### config.mk
export PLATFORM = sky130hd
export DESIGN_NAME = serial_prime_sieve
export DESIGN_NICKNAME = d
export VERILOG_FILES = /design/src/rtl/serial_prime_sieve.sv
export SDC_FILE = /design/constraint.sdc
export NUM_CORES = 1
export LEC_CHECK = 0
export ABC_AREA = 1
export CORE_ASPECT_RATIO = 0.9
export CORE_UTILIZATION = 30
export DETAILED_ROUTE_END_ITERATION = 16
export GPL_TIMING_DRIVEN = 0
export PLACE_DENSITY_LB_ADDON = 0.05
export SLEW_MARGIN = 20
export SYNTH_ARGS = -nofsm -noshare
export SYNTH_HDL_FRONTEND = slang
export SYNTH_SLANG_ARGS = --single-unit
### constraint.sdc
create_clock -name clk -period 2.6 [get_ports clk]
set_clock_uncertainty 0.1 [all_clocks]
set_input_delay 0.52 -clock clk [delete_from_list [all_inputs] [get_ports clk]]
set_output_delay 0.52 -clock clk [all_outputs]
set_load 0.05 [all_outputs]
### src/rtl/serial_prime_sieve.sv
// serial_prime_sieve
// Accepts a WIDTH-bit unsigned number MSB-first, one bit per accepted cycle,
// and keeps one residue per divisor channel. At the end of the frame it
// publishes the reassembled value, a divisibility flag per channel and a
// primality verdict derived from those flags.
//
// Handshake: a bit is consumed on a rising edge iff the FSM is in SHIFT and
// bit_valid is 1; there is no back-pressure (busy only reports that a frame
// is open). start is honoured only in IDLE or DONE, and bit_valid in that
// same cycle is ignored. done is a single-cycle pulse marking fresh results.
module serial_prime_sieve #(
  parameter int WIDTH = 8,
  parameter int NUM_DIV = 6,
  parameter logic [8*NUM_DIV-1:0] DIV_LIST = {8'd13, 8'd11, 8'd7, 8'd5, 8'd3, 8'd2}
) (
  input  logic               clk,
  input  logic               reset,
  input  logic               start,
  input  logic               bit_in,
  input  logic               bit_valid,
  output logic               busy,
  output logic               done,
  output logic [WIDTH-1:0]   value_out,
  output logic [NUM_DIV-1:0] div_flags,
  output logic               is_prime
);

  localparam int CW = $clog2(WIDTH + 1);

  typedef enum logic [1:0] {
    IDLE  = 2'd0,
    SHIFT = 2'd1,
    DONE  = 2'd2
  } state_t;

  state_t             state;
  logic [WIDTH-1:0]   shreg;
  logic [WIDTH-1:0]   shreg_next;
  logic [CW-1:0]      cnt;
  logic               last_bit;
  logic [7:0]         res      [NUM_DIV];
  logic [7:0]         res_next [NUM_DIV];
  logic [8:0]         tsum     [NUM_DIV];
  logic [8:0]         div9     [NUM_DIV];
  logic [NUM_DIV-1:0] flags_next;
  logic               prime_next;
  logic [31:0]        val32;

  // Next shift register, residues, flags and verdict as if bit_in is accepted now.
  always_comb begin
    shreg_next = {shreg[WIDTH-2:0], bit_in};
    val32      = 32'(shreg_next);
    last_bit   = (cnt == CW'(WIDTH - 1));
    flags_next = '0;
    prime_next = (val32 >= 32'd2);
    for (int i = 0; i < NUM_DIV; i++) begin
      div9[i]     = {1'b0, DIV_LIST[8*i +: 8]};
      // Residue stays below the divisor, so 2r+b < 2D and one subtract is enough.
      tsum[i]     = {res[i], bit_in};
      res_next[i] = tsum[i][7:0];
      if (tsum[i] >= div9[i]) begin
        res_next[i] = 8'(tsum[i] - div9[i]);
      end
      flags_next[i] = (res_next[i] == 8'd0);
      // A divisor flag only disqualifies the value when the value is not that divisor itself.
      if (flags_next[i] && (val32 != {24'd0, DIV_LIST[8*i +: 8]})) begin
        prime_next = 1'b0;
      end
    end
  end

  // Frame FSM with registered status and result outputs.
  always_ff @(posedge clk) begin
    if (!reset) begin
      state     <= IDLE;
      busy      <= 1'b0;
      done      <= 1'b0;
      value_out <= '0;
      div_flags <= '0;
      is_prime  <= 1'b0;
      shreg     <= '0;
      cnt       <= '0;
      for (int i = 0; i < NUM_DIV; i++) res[i] <= 8'd0;
    end else begin
      case (state)
        IDLE, DONE: begin
          done <= 1'b0;
          if (start) begin
            state <= SHIFT;
            busy  <= 1'b1;
            shreg <= '0;
            cnt   <= '0;
            for (int i = 0; i < NUM_DIV; i++) res[i] <= 8'd0;
          end else begin
            state <= IDLE;
            busy  <= 1'b0;
          end
        end
        SHIFT: begin
          if (bit_valid) begin
            shreg <= shreg_next;
            for (int i = 0; i < NUM_DIV; i++) res[i] <= res_next[i];
            if (last_bit) begin
              state     <= DONE;
              busy      <= 1'b0;
              done      <= 1'b1;
              cnt       <= '0;
              value_out <= shreg_next;
              div_flags <= flags_next;
              is_prime  <= prime_next;
            end else begin
              cnt <= cnt + 1'b1;
            end
          end
        end
        default: begin
          state <= IDLE;
          busy  <= 1'b0;
          done  <= 1'b0;
        end
      endcase
    end
  end

endmodule

# Yosys cells after proc, flatten, opt, wreduce, memory -nomap -nowiden

Memory sizes are Yosys's and may differ from the RTL's.
Cells that the tools add are included.
Widths: inputs -> output; s select.

Muxes and demuxes: 47
Magnitude comparators: 7
Bitwise gates (word level): 12
Equal/unequal tests: 12
Add/subtract/negate cells: 7
Reductions and logical operators: 20

Operator list:

| kind                | number |
|---|---|
| $mux 8              | 18 |
| $logic_not 8->1     | 6 |
| $ge 9x2->1 const B  | 2 |
| $ge 9x3->1 const B  | 2 |
| $ge 9x4->1 const B  | 2 |
| $mux 1              | 18 |
| $ne 8x2->1 const B  | 2 |
| $ne 8x3->1 const B  | 2 |
| $ne 8x4->1 const B  | 2 |
| $sub 8x2->8 const B | 2 |
| $sub 8x3->8 const B | 2 |
| $sub 8x4->8 const B | 2 |
| $mux 7              | 2 |
| $pmux 7 s2          | 1 |
| $mux 4              | 3 |
| $or 1x1->1          | 12 |
| $ge 8x2->1 const B  | 1 |
| $pmux 4 s2          | 1 |
| $logic_and 1x1->1   | 6 |
| $ne 2x2->1 const B  | 3 |
| $reduce_and 2->1    | 3 |
| $reduce_and 3->1    | 2 |
| $add 4x1->4 const B | 1 |
| $eq 4x3->1 const B  | 1 |
| other kinds (8)     | 9 |

Output and inout port bits: 17
Memories: 1
Register bits: 30
Bits in writable memories: 48
Input port bits: 5

Memory list:

| memory | words | bits a word | rd ports | clocked after Yosys merged registers in | wr ports | line | RTL |
|---|---|---|---|---|---|---|---|
| res    | 6     | 8           | 6        | 0                                       | 6        | 41   | `logic [7:0] res [NUM_DIV];` |

# Depth between registers and ports, before layout

An unclocked memory read counts as a cell.

Depth after elaboration: 11
Mapped depth: 17

# Worst setup path after synthesis

No wires, ideal clock.

Path type: register to register
Start: register state[0]
End: memory res[0][0] (enable)
Slack: 447 ps
Required time: 2,106 ps
Cell stages (with the launch flop): 9
Data arrival time: 1,659 ps
Library setup time: 394 ps
Clock period less this slack: 2,153 ps
Buffers on the path: 0
Cells stage by stage: dfxtp_1 > inv_1 > nor2_4 > inv_1 > nor2_1 > inv_1 > nand2_1 > nor2_1 > inv_1

RTL lines:

| what                   | line | RTL |
|---|---|---|
| from (decl)            | 36   | `state_t state;` |
| from (signal assigned) | 75   | `state <= IDLE;` |
| from (signal assigned) | 89   | `state <= SHIFT;` |
| from (signal assigned) | 95   | `state <= IDLE;` |
| to (decl)              | 41   |  |

==> metrics <==
status=finished, final reports clean; largest family of logic cells by synthesized area=simple AND/OR/NAND/NOR gates; Synth Area in Adders=0.02796; drt drc=0; worst vdd ir=0.3487 mV; EDFF count, synth=48; Clock transition at path regs=0.05 ns; Net Count, Synth=584; CP Launch Type=primary input; # nets final=616; first-pass GRT wire length=18070 microns; M3 GR Usage=0.04409; GRT busiest layer=met2; Synth warnings=0; share of cells above drive strength 1=0.1007; core area=0.01431 sq mm; syn_area_per_cell=7.863 sq um; CTS buffer count=9; clk root buf=clkbuf_16; All-Layer GR Usage=0.1545; number of max-cap violations=0; CTS Sinks=78; RSZ-0062 raised after global routing=false; largest net degree at the start of global routing=31; area grow syn2layout=17.34%; initial drt markers=185; mux contribution to synthesized area=0; dpl cell area=0.004946 sq mm; M2 GR Usage=0.2368; Max clock buf depth=2; post-route minimum period=2.400 ns; Buffers on Ports=21; worst-skew pair later-pin latency=0.34 ns; grt met1 use=0.2082; Hold Fails Final Rpt=0; data arrival time of the worst path=2.38 ns; DP Wirelength=7984 microns; Synth top area share=0.3221; critical setup path kind=primary input to flip-flop; Hold WS=0.3730 ns; Post-Synth Simple-Gate Area=0.3221; worst min path class=flip-flop to flip-flop; PnR worst setup slack=0.1999 ns; via count=3728; H-Tree Depth=3; pre-CTS WS=-0.9225 ns; vias in the first global route=3663; Max Transition Viols Final=0; # setup viols final=0; overflow left after global routing=0; Antenna Nets Post-Route=0; num ports=22; Post-Synth XOR/XNOR Area=0.03915; CTS tree=built; Initial Util=0.3126; Die X=130.7 microns; CP Max Fanout=10; DR vias/cell=4.666; maximum achievable frequency=416.7 MHz; Final Cell Area=0.005250 sq mm; cell taking the most area after synthesis=edfxtp_1; Slew @ Worst Pin=0.7427 ns; Area contributors post-synth=edfxtp_1 (32%), dfxtp_1 (13%), nand2_1 (10%); Std-Cell Rows=41; Die Ht=117.9 microns; DRT Pass-1 Iters=4; register area share after synthesis=0.4564; GPL Wtd Cong=0.8073; number of library cell types mapped by synthesis=35; Seq cells post-synth=78; endpoint type of the worst setup path=flip-flop; Finished Core Util=0.3668; worst endpoint required time=2.58 ns; Synth Instances=569; leakage=0.002226 uW; pwr/cell area=634.4 mW/mm^2; Antenna Cells=0; antenna violations before repair=0; wire per inst=13.71 microns; relative slew slack=0.5049; die footprint=0.01541 sq mm; final WL=10960 microns; Syn Std Cell Area=0.004474 sq mm; Compound-Gate Fraction of Synth Area=0.08529; Async SR Flop Fraction=0; Primary FF master, synth=edfxtp_1; Final period util=0.9231; Fin Setup TNS=0 ns
[cell usage after synthesis (2+ instances only)]
library cell,count
o21ai_1,6
nand3_2,5
nand3_1,41
nand3b_1,3
nand2_2,5
o21ai_0,25
nor2_2,8
xnor2_1,9
nand2_4,4
dfxtp_1,30
nand4_1,17
nor2_1,95
edfxtp_1,48
nor3_1,3
and3_1,2
nor2_4,4
a21oi_1,31
inv_1,61
buf_2,7
clkbuf_1,5
inv_2,4
ha_1,10
xor2_1,11
a21oi_2,2
nand2_1,123
[flip-flops by register name, summed over array words and instances (netlist names)]
signal and flops:
shreg 7, busy 1, res 48, value_out 8, div_flags 6, is_prime 1
cnt 4, done 1, state 2
[stage by stage]
step / total power (uW) / cells
CTS: 3398 / 799
global placement: 2099 / 783
finish: 3330 / 799
floorplan: 1950 / 569
detailed placement: 2102 / 784
global route: 3538 / 799
[routing by layer]
metal / vias up / wire (microns)
met5: - / 0
met1: 1740 / 5578
met3: 9 / 341
met4: 0 / 98
li1: 1945 / -
met2: 34 / 4938
[logic make-up after synthesis]
kind of cell	after synthesis
compound gates	70
fa+ha+maj	10
flops	78
simple gates	313
buf+inv	78
xor+xnor	20
[area by class of cell]
class                   count  area [sq um]
flip-flops and latches     78          2042
well taps                 193         241.5
fillers                  1486          9062
inverters                  65         249.0
clock inverters             2         11.26
clock buffers              14         286.5
repair buffers             22         231.5
multi-input cells         413          2128
plain buffers              12         60.06
[critical path: stages]
cell and delay (ns):
clkdlybuf4s50_1 0.43, inv_1 0.21, nor2_1 0.09, inv_1 0.09, clkbuf_1 0.52, buf_2 0.42
nor2_1 0.09
[repair_timing]
action                     4_1_cts  5_1_grt
hold endpoints to repair         0        0
hold buffers                     0        0
pin swaps                        0        0
setup endpoints to repair       10        1
gates resized for setup          3        5
setup buffers                    0        0
[where the power goes]
part	internal, uW	total, uW	switching, uW
Combinational	210	623	413
Clock	763	1260	493
Sequential	1390	1450	59.4
Total	2370	3330	965
[cells in the final DEF, fill, tap and decap left out, types with 4 or more instances in the layout]
cell and count:
nand2_1 123, nor2_1 94, inv_1 60, edfxtp_1 48, nand3_1 41, a21oi_1 31
dfxtp_1 30, o21ai_0 25, clkdlybuf4s50_1 20, nand4_1 17, xor2_1 11, clkbuf_16 11
nor2_2 9, xnor2_1 9, ha_1 9, clkbuf_1 8, o21ai_1 6, buf_2 6
nand2_2 5, nand3_2 5, nand2_4 4, inv_2 4, nor2_4 4
[worst paths after layout]
| kind | from | to | slack (ns) | cells past startpoint |
|---|---|---|---|---|
| worst max register to register | state[0] | res[4][4] | 0.40 | 10 |
| worst min-delay path | done | done | 0.37 | 1 |
| worst min register to register | done | done | 0.37 | 1 |
| worst max-delay path | reset | res[4][4] | 0.20 | 7 |
Power figures use the tool's default switching activity.
